==> config.mk <==
export PLATFORM = sky130hd
export DESIGN_NAME = seq_multiplier
export DESIGN_NICKNAME = d
export VERILOG_FILES = /design/src/rtl/seq_multiplier.sv
export SDC_FILE = /design/constraint.sdc
export NUM_CORES = 1
export LEC_CHECK = 0
export ABC_CLOCK_PERIOD_IN_PS = 8000
export BUFFER_PORTS_ARGS = -buffer_cell sky130_fd_sc_hd__buf_2
export CORE_UTILIZATION = 50
export CTS_CLUSTER_SIZE = 28
export DETAILED_ROUTE_END_ITERATION = 6
export PLACE_DENSITY = 0.76
export REMOVE_ABC_BUFFERS = 1
export SLEW_MARGIN = 20
export SYNTH_ARGS = -nofsm -noshare
export SYNTH_HDL_FRONTEND = slang
export SYNTH_SLANG_ARGS = --single-unit
==> constraint.sdc <==
create_clock -name clk -period 8 [get_ports clk]
set_input_delay 1.6 -clock clk [delete_from_list [all_inputs] [get_ports clk]]
set_output_delay 1.6 -clock clk [all_outputs]
set_load 0.1 [all_outputs]
==> src/rtl/seq_multiplier.sv <==
// Radix-2 shift-and-add multiplier: WIDTH x WIDTH -> 2*WIDTH, signed or unsigned
// per operation. One adder is reused over WIDTH cycles; the sign of a signed result
// is applied once at the end by negating the unsigned magnitude product.
module seq_multiplier #(
    parameter int WIDTH = 8
) (
    input  logic                 clk,
    input  logic                 reset,
    input  logic                 start,
    input  logic                 is_signed,
    input  logic [WIDTH-1:0]     a,
    input  logic [WIDTH-1:0]     b,
    output logic                 ready,
    output logic                 busy,
    output logic                 done,
    output logic [2*WIDTH-1:0]   product
);

    localparam int CNT_W = $clog2(WIDTH);

    typedef enum logic [1:0] {
        S_IDLE,
        S_RUN,
        S_DONE
    } state_t;

    state_t state, state_nxt;

    logic [WIDTH-1:0]   mcand;
    logic [WIDTH-1:0]   mplier;
    logic [2*WIDTH-1:0] acc;
    logic [CNT_W-1:0]   cnt;
    logic               neg;

    logic               accept;
    logic               last_step;
    logic [2*WIDTH-1:0] addend;
    logic [2*WIDTH-1:0] acc_nxt;

    // Absolute value of an operand; the most negative value maps to 2^(W-1),
    // which still fits in W unsigned bits.
    function automatic logic [WIDTH-1:0] magnitude(input logic [WIDTH-1:0] x,
                                                   input logic sgn);
        logic signed [WIDTH-1:0] xs;
        xs = x;
        if (sgn && xs < 0)
            return WIDTH'(-xs);
        return x;
    endfunction

    // Two's complement of the full-width magnitude product, applied when the
    // operand signs differ. Cannot overflow: |result| <= 2^(2W-2).
    function automatic logic [2*WIDTH-1:0] apply_sign(input logic [2*WIDTH-1:0] m,
                                                      input logic n);
        logic signed [2*WIDTH-1:0] ms;
        ms = m;
        if (n)
            return (2*WIDTH)'(-ms);
        return m;
    endfunction

    assign accept    = (state == S_IDLE) && start;
    assign last_step = (cnt == CNT_W'(WIDTH - 1));
    assign addend    = mplier[0] ? ({{WIDTH{1'b0}}, mcand} << cnt) : '0;
    assign acc_nxt   = acc + addend;

    // State register.
    always_ff @(posedge clk or posedge reset) begin
        if (reset)
            state <= S_IDLE;
        else
            state <= state_nxt;
    end

    // Next-state decode and handshake outputs; start is ignored outside IDLE.
    always_comb begin
        state_nxt = state;
        ready     = 1'b0;
        busy      = 1'b0;
        done      = 1'b0;
        case (state)
            S_IDLE: begin
                ready = 1'b1;
                if (start)
                    state_nxt = S_RUN;
            end
            S_RUN: begin
                busy = 1'b1;
                if (last_step)
                    state_nxt = S_DONE;
            end
            S_DONE: begin
                done      = 1'b1;
                state_nxt = S_IDLE;
            end
            default: state_nxt = S_IDLE;
        endcase
    end

    // Operand capture, shift-and-add iteration, and result load on the final step
    // so that product is already valid during the single DONE cycle.
    always_ff @(posedge clk or posedge reset) begin
        if (reset) begin
            mcand   <= '0;
            mplier  <= '0;
            acc     <= '0;
            cnt     <= '0;
            neg     <= 1'b0;
            product <= '0;
        end else if (accept) begin
            mcand   <= magnitude(a, is_signed);
            mplier  <= magnitude(b, is_signed);
            neg     <= is_signed & (a[WIDTH-1] ^ b[WIDTH-1]);
            acc     <= '0;
            cnt     <= '0;
        end else if (state == S_RUN) begin
            acc    <= acc_nxt;
            mplier <= mplier >> 1;
            cnt    <= cnt + CNT_W'(1);
            if (last_step)
                product <= apply_sign(acc_nxt, neg);
        end
    end

endmodule

==> results.cfg <==
[critical_path]
crit_fanout = 27
slowest_stage = inv_1
cp-start-kind = register
crit_required_ns = 6.40
rrSetupSlack_ns = 3.89
crit_arrival_ns = 2.66
end_kind = output pin
max_stage_delay_ns = 0.79
critPathKind = register to output pin
cp_cell_sequence = nand2b_1 -> inv_1 -> buf_2

[die]
std_cell_rows = 32
fp.dieH_microns = 90.9
ios = 39
die_area_sq_mm = 0.00825
die_w_microns = 90.9
start_util_pct = 51.4
core_area_sq_mm = 0.00769

[routing]
first_pass_iters = 5
routed_wl_mm = 8.41
num_vias = 3319
drt_iter0_markers = 277
vias_per_cell = 5.66
drc = 0
wl_per_cell_microns = 14.4
ant_nets = 0

[global_routing]
grt_start_max_net_pins = 55
grt_pass1_vias = 3228
antenna_found_initial = 0
grt-ovfl-total = 0
grt_pass1_wl_mm = 15.1
gr-usage-all-layers_pct = 22.5

[cells_and_area]
num_antenna_cells = 0
finalNetCount = 525
drive_gt1_share_pct = 14.3
synthToLayoutAreaGrowth_pct = 6.94

[clocking]
cts_buffer_depth = 2
worst_skew_pair.late_latency_ns = 0.30
ctsRootBufferMaster = clkbuf_8
cts.sinks = 54
cts_setup_buffers = 0
cts_resized = 0
cts-htree-levels = 2
cts_inserted_buffers = 5
clk_pin_slew_ns = 0.09
hold_buffers = 0
cts_tree = built

[run_status]
outcome = finished clean

[synth]
synth_edf_count = 0
yosysSeqAreaShare_pct = 34.2
ys_ff_latch = 54
synth_cell_types = 72
synth-warning-count = 0
synthCells = 461
synthArstFlopShare_pct = 100
syn_area_sq_mm = 0.00395
ys.flop_type = dfrtp_1
syn-mean-instance-area_sq_um = 8.56

[placement]
port_buffers = 38
place_hpwl_mm = 6.32
gp_congestion = 0.872

[sta]
setup_viol = 0
fin_skew_ns = 0.00421
tightest_slew_ns = 0.994
fin_crit_ns = 4.26
relSlewSlack_pct = 33.7
fin_crit_sh_pct = 53.3
setup-tns-final_ns = 0
whs_ns = 0.471
hold_viol = 0
maxClockFrequency_mhz = 234
rsz0062_at_grt = false
drv_slew = 0

[job]
maxCapViolCount = 0

[hold_path]
min_path_type = register to register
-- worst max-delay path: cells and delay by family (launching register included) --
family,cells,cell delay [ns]
buffers and inverters,2,1.34
flip-flops,1,0.40
AND/OR/NAND/NOR,1,0.61
-- cells in the mapped netlist, types with 2 or more instances --
| master | instances | area share (%) |
|---|---|---|
| nor2_1 | 36 | 3.4 |
| a22o_1 | 3 | 0.67 |
| o31a_1 | 2 | 0.44 |
| inv_1 | 18 | 1.7 |
| and2_1 | 4 | 0.63 |
| a21boi_0 | 2 | 0.38 |
| nor2b_1 | 8 | 1.3 |
| nand4_1 | 3 | 0.48 |
| a31oi_1 | 7 | 1.1 |
| a21o_1 | 5 | 0.95 |
| buf_2 | 2 | 0.25 |
| nand3_1 | 18 | 2.3 |
| clkbuf_1 | 15 | 1.4 |
| o311ai_0 | 2 | 0.44 |
| a22oi_1 | 2 | 0.38 |
| o21ai_1 | 3 | 0.38 |
| dfrtp_1 | 54 | 34 |
| or3_1 | 5 | 0.79 |
| o31ai_1 | 6 | 1.1 |
| o21ai_0 | 37 | 4.7 |
| nor3b_1 | 2 | 0.38 |
| mux2_2 | 6 | 1.7 |
| a211oi_1 | 2 | 0.38 |
| or2_2 | 2 | 0.32 |
| ha_1 | 20 | 6.3 |
| clkbuf_8 | 3 | 1.0 |
| mux2i_1 | 7 | 1.8 |
| a21oi_1 | 23 | 2.9 |
| nand2_1 | 76 | 7.2 |
| o211ai_1 | 2 | 0.38 |
| a311o_1 | 2 | 0.51 |
| nor3_1 | 9 | 1.1 |
| o21a_1 | 3 | 0.57 |
| xnor2_1 | 15 | 3.3 |
| xor2_1 | 17 | 3.8 |
| nand2b_1 | 4 | 0.63 |
-- area by class of cell --
class,count,area [sq um]
Timing Repair Buffer,39,198
Fill cell,731,3470
Clock buffer,7,76.3
Multi-Input combinational cell,366,2400
Inverter,18,70.1
Sequential cell,54,1350
Tap cell,102,128
-- flip-flops by register name, summed over array words and instances, names as in the netlist --
signal,cells
acc,16
cnt,3
mcand,8
mplier,8
neg,1
product,16
state,2
-- stage by stage --
stage          setup WS (ns)  utilization [%]  std cells  area [sq um]
5_1_grt                 3.53             54.9        586          4220
6_report                3.74             54.9        586          4220
4_1_cts                 3.75             54.9        586          4220
2_1_floorplan           4.29                -        438          3820
3_3_place_gp            4.06             53.9        579          4140
3_5_place_dp            3.96             53.9        579          4150
-- kinds of logic after synthesis --
family	after synthesis	synth area share (%)
AND/OR/NAND/NOR	178	21.3
AO/OA/AOI/OAI	121	21.6
flip-flops	54	34.2
buffers and inverters	41	5.01
XOR/XNOR	33	7.51
adder cells (fa/ha/maj)	21	6.85
multiplexers	13	3.49
-- routing by layer --
metal | up-vias | global-route usage, % | wire [microns]
met2 | 91 | 39.1 | 4040
met4 | 0 | 5.03 | 105
met3 | 11 | 3.11 | 310
met5 | - | 0 | 0
met1 | 1548 | 29.6 | 3960
li1 | 1669 | - | -
-- cells in the final DEF, fill, tap and decap left out, types with 2 or more instances in the layout --
master / synthesis / final
o21ai_1: 3 / 3
a21oi_1: 23 / 23
nor3_1: 9 / 9
a21boi_0: 2 / 2
or2_2: 2 / 2
nand4_1: 3 / 3
xnor2_1: 15 / 15
nand2b_1: 4 / 4
or3_1: 5 / 5
nor3b_1: 2 / 2
a22oi_1: 2 / 2
mux2_2: 6 / 6
mux2i_1: 7 / 7
o311ai_0: 2 / 2
nand3_1: 18 / 18
a22o_1: 3 / 3
a311o_1: 2 / 2
nor2_1: 36 / 36
o211ai_1: 2 / 2
ha_1: 20 / 20
o31a_1: 2 / 2
o21a_1: 3 / 3
a21o_1: 5 / 5
clkbuf_1: 15 / 2
clkbuf_8: 3 / 5
o21ai_0: 37 / 37
a211oi_1: 2 / 2
dfrtp_1: 54 / 54
a31oi_1: 7 / 7
and2_1: 4 / 4
buf_2: 2 / 38
xor2_1: 17 / 17
nand2_1: 76 / 76
o31ai_1: 6 / 6
inv_1: 18 / 17
nor2b_1: 8 / 8
-- worst paths after layout --
| check | from | to | cells after the start |
|---|---|---|---|
| min in group asynchronous | reset | mcand[3]$_DFFE_PP0P_ | 2 |
| min | product[2]$_DFFE_PP0P_ | product[2]$_DFFE_PP0P_ | 2 |
| min reg2reg | product[2]$_DFFE_PP0P_ | product[2]$_DFFE_PP0P_ | 2 |
| max reg2reg | cnt[0]$_DFFE_PP0P_ | product[14]$_DFFE_PP0P_ | 12 |
| max | state[1]$_DFFE_PP0P_ | busy | 3 |
| max in group asynchronous | reset | acc[9]$_DFFE_PP0P_ | 2 |
Power is left out: the tool's default activity adds up to more than one toggle a clock period on the data nets, which glitch-free logic cannot reach.
